### config.mk
export PLATFORM = sky130hd
export DESIGN_NAME = pipe_spawn_ctrl
export DESIGN_NICKNAME = d
export VERILOG_FILES = /design/src/rtl/pipe_spawn_ctrl.sv
export SDC_FILE = /design/constraint.sdc
export NUM_CORES = 1
export LEC_CHECK = 0
export BUFFER_PORTS_ARGS = -buffer_cell sky130_fd_sc_hd__buf_4
export CAP_MARGIN = 20
export CORE_MARGIN = 1
export CORE_UTILIZATION = 55
export CTS_CLUSTER_DIAMETER = 150
export DETAILED_ROUTE_END_ITERATION = 8
export PLACE_DENSITY = 0.79
export SYNTH_ARGS = -nofsm -noshare
export SYNTH_HDL_FRONTEND = slang
export SYNTH_SLANG_ARGS = --single-unit
### constraint.sdc
create_clock -name clk -period 2.3 [get_ports clk]
set_input_delay 0.46 -clock clk [delete_from_list [all_inputs] [get_ports clk]]
set_output_delay 0.46 -clock clk [all_outputs]
set_load 0.005 [all_outputs]
### src/rtl/pipe_spawn_ctrl.sv
// Pipe spawn controller: sequences the LFSR, reduces each sample to a legal gap height
// and maintains a 4-entry scrolling pipe slot table for the renderer and collision logic.
module pipe_spawn_ctrl #(
  parameter int unsigned SPAWN_PERIOD = 90,
  parameter int unsigned SPAWN_X      = 640,
  parameter int unsigned SPEED        = 2,
  parameter int unsigned GAP_MIN      = 100,
  parameter int unsigned GAP_MAX      = 355
) (
  input  logic        clk,
  input  logic        rst,
  input  logic        start,
  input  logic        game_over,
  input  logic        tick,
  input  logic [9:0]  rand_num,
  output logic        rng_reseed,
  output logic        running,
  output logic [3:0]  pipe_valid,
  output logic [39:0] pipe_x,
  output logic [39:0] pipe_gap,
  output logic        spawn_drop
);

  localparam int unsigned RANGE = GAP_MAX - GAP_MIN + 1;
  localparam int unsigned CNT_W = (SPAWN_PERIOD > 2) ? $clog2(SPAWN_PERIOD) : 1;

  localparam logic [9:0]       RANGE_V   = 10'(RANGE);
  localparam logic [9:0]       SPEED_V   = 10'(SPEED);
  localparam logic [9:0]       SPAWN_X_V = 10'(SPAWN_X);
  localparam logic [9:0]       GAP_MIN_V = 10'(GAP_MIN);
  localparam logic [CNT_W-1:0] CNT_LAST  = CNT_W'(SPAWN_PERIOD - 1);

  typedef enum logic [1:0] {IDLE, RUN, REDUCE, OVER} state_t;

  state_t           state;
  logic [CNT_W-1:0] cnt;
  logic [9:0]       rem;
  logic [1:0]       free_idx;
  logic             free_any;

  // Lowest-index empty slot, judged on the table as it stands before this edge.
  always_comb begin
    free_any = 1'b0;
    free_idx = 2'd0;
    for (int i = 3; i >= 0; i--) begin
      if (!pipe_valid[i]) begin
        free_any = 1'b1;
        free_idx = 2'(i);
      end
    end
  end

  always_ff @(posedge clk or negedge rst) begin
    if (!rst) begin
      state      <= IDLE;
      cnt        <= '0;
      rem        <= '0;
      pipe_valid <= '0;
      pipe_x     <= '0;
      pipe_gap   <= '0;
      rng_reseed <= 1'b0;
      running    <= 1'b0;
      spawn_drop <= 1'b0;
    end else begin
      rng_reseed <= 1'b0;
      spawn_drop <= 1'b0;
      case (state)
        IDLE, OVER: begin
          if (start && (state == IDLE || !game_over)) begin
            state      <= RUN;
            running    <= 1'b1;
            rng_reseed <= 1'b1;
            cnt        <= '0;
            pipe_valid <= '0;
            pipe_x     <= '0;
            pipe_gap   <= '0;
          end
        end
        RUN, REDUCE: begin
          if (game_over) begin
            // Freeze the playfield; any reduction in flight is dropped.
            state   <= OVER;
            running <= 1'b0;
          end else begin
            if (tick) begin
              for (int i = 0; i < 4; i++) begin
                if (pipe_valid[i]) begin
                  if (pipe_x[10*i +: 10] < SPEED_V) pipe_valid[i] <= 1'b0;
                  else pipe_x[10*i +: 10] <= pipe_x[10*i +: 10] - SPEED_V;
                end
              end
              if (cnt == CNT_LAST) begin
                cnt <= '0;
                if (state == RUN) begin
                  rem   <= rand_num;
                  state <= REDUCE;
                end
              end else begin
                cnt <= cnt + CNT_W'(1);
              end
            end
            // Modulo by repeated subtraction, one step per cycle.
            if (state == REDUCE) begin
              if (rem >= RANGE_V) begin
                rem <= rem - RANGE_V;
              end else begin
                state <= RUN;
                if (free_any) begin
                  for (int i = 0; i < 4; i++) begin
                    if (free_idx == 2'(i)) begin
                      pipe_valid[i]        <= 1'b1;
                      pipe_x[10*i +: 10]   <= SPAWN_X_V;
                      pipe_gap[10*i +: 10] <= GAP_MIN_V + rem;
                    end
                  end
                end else begin
                  spawn_drop <= 1'b1;
                end
              end
            end
          end
        end
        default: state <= IDLE;
      endcase
    end
  end

endmodule
==> impl_results.md, run 1 <==
- Fin area: 0.00666 mm^2
- Pwr dens: 683 mW/mm^2
- CP Data Arrival Time: 2450 ps
- Slowest stage delay, CP: 470 ps
- Die area: 0.0104 mm^2
- Final setup viols: 0
- DR WL/cell: 17.6 um
- Commonest non-fill, non-tap cell in the layout: buf_4
- WP data required: 2570 ps
- Num rows: 36
- Fin Setup TNS: 0 ps
- Largest net degree at the start of global routing: 39
- Worst Setup End Kind: flip-flop
- CTS buffer count: 9
- IO buf count: 97
- Initial antenna violation count: 0
- Yosys cell types: 74
- Diode count: 0
- Die H: 102 um
- DIE WIDTH: 102 um
- Routed WL: 13,400 um
- Cell area after synthesis: 0.00550 mm^2
- Pre-antenna DRT Iters: 4
- CTS tree: yes
- Slowest-stage cell, CP: o211ai_4
- Worst Hold Class: in -> async
- Synth Register Bits: 102
- Tcrit/Tclk final: 94.9%
- Grt ovf: 0
- CTS Root Cell: clkbuf_8
- Worst path buffer plus inverter count: 3
- Max Slew Vio Count: 0
- Placement Cell Area: 0.00641 mm^2
- Hold buffer count at CTS: 0
- Seq/Total Area, Yosys: 46.4%
- Initial DRC count: 265
- Overall Global Routing Usage: 26.7%
- # IOs: 102
- CTS Buffer Depth: 2
- Global-route wire length before repair: 21,300 um
- Async set or reset register ratio after synthesis: 100%
- Vias in the first global route: 4,378
- Yosys top cell area share: 46.4%
- Slew @ Worst Pin: 669 ps
- Critical-path cell list: inv_1 > ha_2 > inv_1 > buf_4 > o211ai_4 > mux2_2
- Crit-path leading delay family: compound AO/OA/AOI/OAI gates
- Largest cells by area after synthesis: dfrtp_1, mux2_2, a21oi_1, ha_1, nand2_1
- CTS sink cnt: 102
- Starting density of the core: 56.5%
- Type of the worst setup path: reg -> reg
- Clk slew on worst S/H paths: 100 ps
- Via/cell ratio: 6.09
- Worst-skew pair later-pin latency: 380 ps
- Pleak: 3.20 nW
- Core ar.: 0.00973 mm^2
- Nets: 650
- EDFF count, synth: 0
- Unrepaired setup endpoints after global routing: no
- Synth warn: 0
- Antenna Nets Post-Route: 0
- Vias: 4,638
- Post-Syn Instances: 518
- Crit path time final: 2180 ps
- Critical path fanouts, max: 10
- Detailed Place HPWL: 9740 um
- Mapped Avg Cell Area: 10.6 um^2
- Fin. Hold Viols: 0
- Htree depth: 3
- Post-synth top flop: dfrtp_1
- Layout area overhead: 21.2%
- Cell type with the largest total area after synthesis: dfrtp_1
- Commonest cells after routing, fill and taps aside: buf_4, dfrtp_1, mux2_2
- Total of max-cap violations: 0
- Fmax: 458 MHz
- Worst vdd ir: 0.000520 V
- Gp weighted congestion: 0.865
- Slew margin rel.: 54.3%
- Most frequent CP cell: inv_1
- Layout cells sized above 1: 33.1%
- Max Clock Skew: 14.6 ps
- Outcome: finished clean
- DRC viols: 0
- Startpoint Class: flip-flop
synthesized netlist by cell type, types with 4 or more instances:
cell       count
buf_4          7
o21ai_0       13
nor2_1        21
dfrtp_1      102
nor4_1         6
mux2i_1        8
o31ai_1        5
or3_1          8
nand3_1       24
or2_2          5
mux2_2        48
a21oi_1       31
o211ai_1      12
o21a_1         4
a21o_1         9
clkbuf_1      12
nand2_1       34
inv_1         26
nand2b_1       5
or4_1          6
nor3_1        10
and2_1         7
nand4_1       11
a31oi_1        9
o22ai_1        5
ha_1          12
o2111ai_1      4
power breakdown:
group	switching (mW)	internal (mW)	total (mW)
clock network	0.709	0.541	1.25
logic	0.658	0.578	1.24
registers	0.108	1.95	2.06
layer usage:
layer	part of all wire, %	up-vias	wire length, um	track usage [%]
li1	-	2146	-	-
met1	43	2307	5810	35.2
met2	50	171	6710	44.5
met3	5.4	14	717	4.58
met4	1.1	0	148	9.56
met5	0	-	0	0
layout make-up:
type	count	area (um^2)
inverter	26	97.6
multi-input combinational	368	2720
tap	133	166
clock buffer	9	124
fill	748	3070
sequential	102	2550
timing repair buffer	116	908
clock inverter	7	97.6
path summary, 6_finish.rpt:
check	end	slack (ps)	cells after the start	start
max in group asynchronous	rem[8]	1700	2	rst
hold reg to reg	rem[0]	510	1	rem[0]
setup / recovery	pipe_gap[20]	120	6	state[1]
min in group clk	rem[4]	300	2	rand_num[4]
hold / removal	pipe_x[25]	50	1	rst
setup reg to reg	pipe_gap[20]	120	6	state[1]
timing repair:
action                                 in CTS  in global routing
buffers inserted                            0                  1
gates resized for setup                     0                  3
setup endpoints to repair                   0                 60
endpoints found under the hold margin       0                  0
registers in the layout (all words and copies together), names as in the netlist:
| register | cells |
|---|---|
| pipe_gap | 40 |
| pipe_x | 36 |
| rem | 10 |
| cnt | 7 |
| pipe_valid | 4 |
| state | 2 |
| rng_reseed | 1 |
| running | 1 |
| spawn_drop | 1 |
stage by stage:
stage	cells	setup WS [ps]	utilization, %	power [mW]	hold WS [ps]
3_3_place_gp	744	175	65.9	3.27	475
4_1_cts	760	79.3	68.2	4.56	54.1
2_1_floorplan	521	223	-	2.80	164
3_5_place_dp	744	104	65.9	3.31	471
6_report	761	116	68.5	4.55	48.3
5_1_grt	761	15.1	68.5	4.78	76.8
logic make-up (layout without fill, tap and decap cells):
kind of cell	Yosys count	in the layout	share of synthesized area [%]
AO/OA/AOI/OAI	126	126	16.6
other	1	4	0.0682
AND/OR/NAND/NOR	167	167	17.8
flip-flops	102	102	46.4
multiplexers	57	57	11.6
XOR/XNOR	2	2	0.319
buffers and inverters	51	158	4.48
adder cells (fa/ha/maj)	12	12	2.73
worst register-to-register path: cells and delay by family, from the launching register on:
family          cells  cell delay [ps]
compound gates      1              470
flops               1              410
fa+ha+maj           1              410
mux                 1              400
buf+inv             3              390
(Power assumes the default switching activity.)
==> run 2, diff against run 1 <==
clock period = 2.45 ns   (was 2.3 ns; I/O delays follow)
==> impl_results.md, run 2 (synthesis results as in run 1) <==
- Crit-path leading delay family: buffers and inverters (was compound AO/OA/AOI/OAI gates)
- Pint: 2.87 mW (was 3.07 mW)
- Crit path launch: state[1] (unchanged)
- Initial DRC count: 303 (was 265)
- Sw Share: 32.5% (was 32.4%)
- Worst Setup End Kind: flip-flop (unchanged)
- # IOs: 102 (unchanged)
- Pwr dens: 642 mW/mm^2 (was 683 mW/mm^2)
- Gp weighted congestion: 0.891 (was 0.865)
- Total of max-cap violations: 0 (unchanged)
- Commonest non-fill, non-tap cell in the layout: buf_4 (unchanged)
- Largest regs: pipe_gap: 40 flops, pipe_x: 36 flops, rem: 10 flops (unchanged)
- IO buf count: 97 (unchanged)
- Final setup viols: 0 (unchanged)
- Overall Global Routing Usage: 27.0% (was 26.7%)
- Fin. Hold Viols: 0 (unchanged)
- Worst hold start: rand_num[5]
- Post-layout util: 68.0% (was 68.5%)
- Flop pwr share: 45.5% (was 45.4%)
- Routed WL: 13,400 um (about the same)
- Core ar.: 0.00973 mm^2 (unchanged)
- Layout cells sized above 1: 32.5% (was 33.1%)
- Pleak: 3.18 nW (was 3.20 nW)
- Clock share of power: 27.3% (was 27.5%)
- FF-to-FF Start: state[1] (unchanged)
- Worst reg2reg path depth: 8 (was 6)
- Pre-CTS setup slack: 223 ps (was 104 ps)
- Fin Setup TNS: 0 ps (unchanged)
- Largest register FFs: 40 (unchanged)
- Unrepaired setup endpoints after global routing: no (unchanged)
- Antenna Nets Post-Route: 0 (unchanged)
- CTS sink cnt: 102 (unchanged)
- Initial antenna violation count: 0 (unchanged)
- Switching pwr: 1.38 mW (was 1.47 mW)
- Tcrit/Tclk final: 91.8% (was 94.9%)
- Detailed Place HPWL: 9740 um (about the same)
- Critical path fanouts, max: 10 (unchanged)
- Hold Slack: 332 ps (was 48.3 ps)
- Vias: 4,638 (unchanged)
- Outcome: finished clean (unchanged)
- Slowest stage delay, CP: 430 ps (was 470 ps)
- Vias in the first global route: 4,312 (was 4,378)
- Max Slew Vio Count: 0 (unchanged)
- CTS tree: yes (unchanged)
- DIE WIDTH: 102 um (unchanged)
- Starting density of the core: 56.5% (unchanged)
- Slew @ Worst Pin: 636 ps (was 669 ps)
- CTS Root Cell: clkbuf_8 (unchanged)
- Commonest cells after routing, fill and taps aside: buf_4, dfrtp_1, mux2_2 (unchanged)
- Worst Hold Class: in -> reg (was in -> async)
- Die area: 0.0104 mm^2 (unchanged)
- Worst vdd ir: 0.000563 V (was 0.000520 V)
- Worst path buffer plus inverter count: 3 (unchanged)
- Die H: 102 um (unchanged)
- CTS Buffer Depth: 2 (unchanged)
- Num rows: 36 (unchanged)
- Gate power share: 27.2% (about the same)
- Worst-skew pair later-pin latency: 390 ps (was 380 ps)
- Max Clock Skew: 13.6 ps (was 14.6 ps)
- Clk slew on worst S/H paths: 110 ps (was 100 ps)
- Hold path cells: 2
- Most frequent CP cell: inv_1 (unchanged)
- Grt ovf: 0 (unchanged)
- Htree depth: 3 (unchanged)
- DRC viols: 0 (unchanged)
- DR WL/cell: 17.7 um (was 17.6 um)
- Slowest-stage cell, CP: dfrtp_1 (was o211ai_4)
- Slew margin rel.: 56.5% (was 54.3%)
- Total Power: 4.25 mW (was 4.55 mW)
- Top reg by flops: pipe_gap (unchanged)
- Global-route wire length before repair: 21,400 um (was 21,300 um)
- Endpoint of the worst hold path: rem[5]
- Pre-antenna DRT Iters: 7 (was 4)
- CP Data Arrival Time: 2530 ps (was 2450 ps)
- WP data required: 2730 ps (was 2570 ps)
- Via/cell ratio: 6.10 (was 6.09)
- Worst reg-to-reg setup slack: 200 ps (was 120 ps)
- CTS buffer count: 9 (unchanged)
- Crit path time final: 2250 ps (was 2180 ps)
- Nets: 649 (was 650)
- Type of the worst setup path: reg -> reg (unchanged)
- Setup ws final: 201 ps (was 116 ps)
- Diode count: 0 (unchanged)
- Startpoint Class: flip-flop (unchanged)
- Fmax: 445 MHz (was 458 MHz)
- Layout area overhead: 20.4% (was 21.2%)
- Critical-path cell list: inv_1 > ha_2 > nand2b_1 > nand3_1 > inv_1 > o2111a_1 > buf_4 > mux2_2 (was inv_1 > ha_2 > inv_1 > buf_4 > o211ai_4 > mux2_2)
- R2R Path End: pipe_gap[0] (was pipe_gap[20])
- Largest net degree at the start of global routing: 45 (was 39)
## run 2: cell count changes in the layout (fill, tap and decap cells not counted), sizes merged
cell / delta
buf: -2
dlygate4sd3: +1
## run 2: how the worst max path moves through the flow
stage | end | slack (ps) | cells after the start
floorplan | pipe_gap[10] | 370 | 8
global placement | pipe_gap[4] | 310 | 8
detailed placement | pipe_gap[23] | 220 | 7
CTS | cnt[6] | 210 | 8
global route | cnt[6] | 20 | 8
finish | pipe_gap[0] | 200 | 8
## run 2: routing by layer
layer | global-route usage (%) | wire length [um] | up-vias
li1 | - | - | 2139
met1 | 35.9 | 5750 | 2280
met2 | 43.4 | 6570 | 193
met3 | 5.20 | 774 | 26
met4 | 11.3 | 329 | 0
met5 | 0 | 0 | -
## run 2: area by class of cell
class	instances	area [um^2]
clock inverter	7	88.8
timing repair buffer	115	878
multi-input combinational	368	2710
sequential	102	2550
inverter	26	97.6
tap	133	166
fill	751	3110
clock buffer	9	124
## run 2: timing repair
action | in CTS | in global routing
hold endpoints to repair | 20 | 0
hold buffers | 1 | 0
gates resized for setup | 0 | 1
endpoints found under the setup margin | 0 | 2
buffers inserted | 0 | 0
## run 2: power groups by stage
stage               clock network, mW  logic [mW]  registers (mW)
floorplan                           0       0.666            1.96
global placement                    0        1.10            1.96
detailed placement                  0        1.15            1.96
CTS                              1.17        1.15            1.93
global route                     1.24        1.26            1.95
finish                           1.16        1.16            1.93
## run 2: per-stage QoR
stage / cell area (um^2) / cells
2_1_floorplan: 5510 / 521
3_3_place_gp: 6390 / 743
3_5_place_dp: 6390 / 743
4_1_cts: 6620 / 760
5_1_grt: 6620 / 760
6_report: 6620 / 760
==> run 3, diff against run 2 <==
ABC_AREA = 1   (was unset)
clock period = 2.8 ns   (was 2.45 ns; I/O delays follow)
==> impl_results.md, run 3 <==
- Outcome: finished clean (unchanged)
- IO buf count: 97 (unchanged)
- Seq/Total Area, Yosys: 46.4% (about the same)
- WP data required: 3020 ps (was 2730 ps)
- Crit path time final: 2320 ps (was 2250 ps)
- Worst-skew pair later-pin latency: 370 ps (was 390 ps)
- Post-Syn Instances: 713 (was 518)
- EDFF count, synth: 0 (unchanged)
- DR WL/cell: 14.3 um (was 17.7 um)
- Htree depth: 3 (unchanged)
- Pre-CTS setup slack: 520 ps (was 223 ps)
- CP Data Arrival Time: 2540 ps (was 2530 ps)
- Commonest cells after routing, fill and taps aside: nand2_1, inv_1, dfrtp_1, buf_4, o21ai_0 (was buf_4, dfrtp_1, mux2_2)
- Flop pwr share: 43.0% (was 45.5%)
- Die area: 0.0104 mm^2 (about the same)
- Grt ovf: 0 (unchanged)
- Worst Setup End Kind: flip-flop (unchanged)
- Unrepaired setup endpoints after global routing: no (unchanged)
- Antenna Nets Post-Route: 0 (unchanged)
- Max Slew Vio Count: 0 (unchanged)
- Fmax: 430 MHz (was 445 MHz)
- Crit-path leading delay family: compound AO/OA/AOI/OAI gates (was buffers and inverters)
- Worst Hold Class: in -> async (was in -> reg)
- Core ar.: 0.00973 mm^2 (unchanged)
- Async set or reset register ratio after synthesis: 100% (unchanged)
- Routed WL: 13,600 um (was 13,400 um)
- Slowest-stage cell, CP: a21oi_2 (was dfrtp_1)
- Worst reg-to-reg setup slack: 480 ps (was 200 ps)
- Fin area: 0.00654 mm^2 (was 0.00662 mm^2)
- Detailed Place HPWL: 9910 um (was 9740 um)
- Slew margin rel.: 55.5% (was 56.5%)
- CTS tree: yes (unchanged)
- Slowest stage delay, CP: 560 ps (was 430 ps)
- Gp weighted congestion: 0.940 (was 0.891)
- Commonest non-fill, non-tap cell in the layout: nand2_1 (was buf_4)
- Fin. Hold Viols: 0 (unchanged)
- Pleak: 3.43 nW (was 3.18 nW)
- # fillers: 845 (was 751)
- Total of max-cap violations: 0 (unchanged)
- Yosys top cell area share: 46.4% (about the same)
- Vias: 5,107 (was 4,638)
- Placement Cell Area: 0.00631 mm^2 (was 0.00639 mm^2)
- Pint: 2.70 mW (was 2.87 mW)
- Vias in the first global route: 4,779 (was 4,312)
- Top post-synthesis cells by count: nand2_1, inv_1, dfrtp_1 (was dfrtp_1, mux2_2, nand2_1)
- Num rows: 36 (unchanged)
- Post-CTS Setup Bufs: 0 (unchanged)
- CTS buffer count: 9 (unchanged)
- Yosys cell types: 36 (was 74)
- Slew @ Worst Pin: 668 ps (was 636 ps)
- Initial antenna violation count: 0 (unchanged)
- Max Clock Skew: 8.23 ps (was 13.6 ps)
- Final setup viols: 0 (unchanged)
- Via/cell ratio: 5.38 (was 6.10)
- Diode count: 0 (unchanged)
- DRC viols: 0 (unchanged)
- Most frequent CP cell: nand2_2 (was inv_1)
- Largest regs: pipe_gap: 40 flops, pipe_x: 36 flops, rem: 10 flops (unchanged)
- Worst vdd ir: 0.000307 V (was 0.000563 V)
- Largest cells by area after synthesis: dfrtp_1, nand2_1, inv_1, o21ai_0, nor2_1 (was dfrtp_1, mux2_2, a21oi_1, ha_1, nand2_1)
- Overall Global Routing Usage: 27.3% (was 27.0%)
- Largest register FFs: 40 (unchanged)
- Fin Setup TNS: 0 ps (unchanged)
- Critical-path cell list: inv_1 > ha_1 > nand2_2 > o21ai_1 > nand2_2 > a21oi_2 > o21ai_0 (was inv_1 > ha_2 > nand2b_1 > nand3_1 > inv_1 > o2111a_1 > buf_4 > mux2_2)
- Pre-antenna DRT Iters: 5 (was 7)
- Sw Share: 36.0% (was 32.5%)
- Synth warn: 0 (unchanged)
- Cell area after synthesis: 0.00550 mm^2 (about the same)
- Layout area overhead: 19.1% (was 20.4%)
- Worst path buffer plus inverter count: 1 (was 3)
- Startpoint Class: flip-flop (unchanged)
- Post-layout util: 67.2% (was 68.0%)
- Hold buffer count at CTS: 0 (was 1)
- Hold Slack: 220 ps (was 332 ps)
- Synth Register Bits: 102 (unchanged)
- Tcrit/Tclk final: 83.0% (was 91.8%)
- Post-synth top flop: dfrtp_1 (unchanged)
- Critical path fanouts, max: 20 (was 10)
- Layout cells sized above 1: 17.4% (was 32.5%)
- CTS sink cnt: 102 (unchanged)
- Type of the worst setup path: reg -> reg (unchanged)
- Post_cts resized: 0 (unchanged)
- # IOs: 102 (unchanged)
- Mapped Avg Cell Area: 7.71 um^2 (was 10.6 um^2)
- Die H: 102 um (about the same)
- Setup ws final: 476 ps (was 201 ps)
- DIE WIDTH: 102 um (about the same)
- Top reg by flops: pipe_gap (unchanged)
- Initial DRC count: 288 (was 303)
- CTS Buffer Depth: 2 (unchanged)
- CTS Root Cell: clkbuf_8 (unchanged)
- Starting density of the core: 56.5% (about the same)
- Pwr dens: 645 mW/mm^2 (was 642 mW/mm^2)
- Global-route wire length before repair: 21,900 um (was 21,400 um)
- Most frequent cell after synthesis: nand2_1 (was dfrtp_1)
- Gate power share: 32.0% (was 27.2%)
- Clock share of power: 25.0% (was 27.3%)
- Nets: 839 (was 649)
- Switching pwr: 1.52 mW (was 1.38 mW)
- Largest net degree at the start of global routing: 53 (was 45)
- Clk slew on worst S/H paths: 90 ps (was 110 ps)
- Cell type with the largest total area after synthesis: dfrtp_1 (unchanged)
==> run 3: cell count changes in the layout (fill, tap and decap cells not counted), sizes merged, moves of 10 or more <==
cell / before / now
nand2: 36 / 182
nor2: 21 / 72
o211ai: 15 / 4
and2: 10 / 0
xor2: 0 / 12
buf: 114 / 103
inv: 30 / 117
o21ai: 13 / 88
mux2: 49 / 0
a21oi: 32 / 22
nand3: 24 / 35
==> run 3: per-layer routing <==
metal	track usage, %	vias to the layer above	wire length (um)
li1	-	2469	-
met1	34.3	2412	5770
met2	46.7	192	6630
met3	3.56	34	771
met4	13.3	0	393
met5	0	-	0
==> run 3: worst paths after layout <==
path                                    from            to  cells past startpoint
worst max-delay path                state[0]   pipe_gap[0]                      7
worst min-delay path                     rst   pipe_gap[0]                      1
worst max register to register      state[0]   pipe_gap[0]                      7
worst min register to register  pipe_gap[12]  pipe_gap[12]                      2
max in group asynchronous                rst        cnt[5]                      2
min in group clk                 rand_num[0]        rem[0]                      3
==> run 3: final cells by class <==
class                           instances  area, um^2  area share, %
Inverter                              116         438           6.69
Tap cell                              133         166           2.54
Multi-Input combinational cell        480        2370           36.2
Clock inverter                          6        92.6           1.42
Timing Repair Buffer                  103         786           12.0
Clock buffer                           10         138           2.10
Sequential cell                       102        2550           39.0
==> run 3: cell families (layout without fill, tap and decap cells) <==
kind of cell             after synthesis  count (layout)  synth area share (%)
other                                  1               4                0.0682
adder cells (fa/ha/maj)               12              12                  2.73
flip-flops                           102             102                  46.4
AND/OR/NAND/NOR                      317             317                  24.6
AO/OA/AOI/OAI                        135             135                  13.6
XOR/XNOR                              12              12                  1.91
buffers and inverters                134             235                  10.6
==> run 3: through the flow <==
step | instances | total power, mW
finish | 950 | 4.22
global route | 950 | 4.48
CTS | 950 | 4.24
detailed placement | 934 | 3.19
global placement | 934 | 3.13
floorplan | 716 | 2.66
==> run 3: worst reg2reg max path, stage by stage (launching register included) <==
cell	delay, ps
dfrtp_1	410
inv_1	100
ha_1	400
nand2_2	160
o21ai_1	170
nand2_2	190
a21oi_2	560
o21ai_0	180
==> run 3: power groups by stage <==
stage               logic, mW  clock network (mW)  registers [mW]
floorplan               0.822                   0            1.84
global placement         1.29                   0            1.84
detailed placement       1.34                   0            1.84
CTS                      1.35                1.07            1.82
global route             1.52                1.11            1.84
finish                   1.35                1.05            1.82
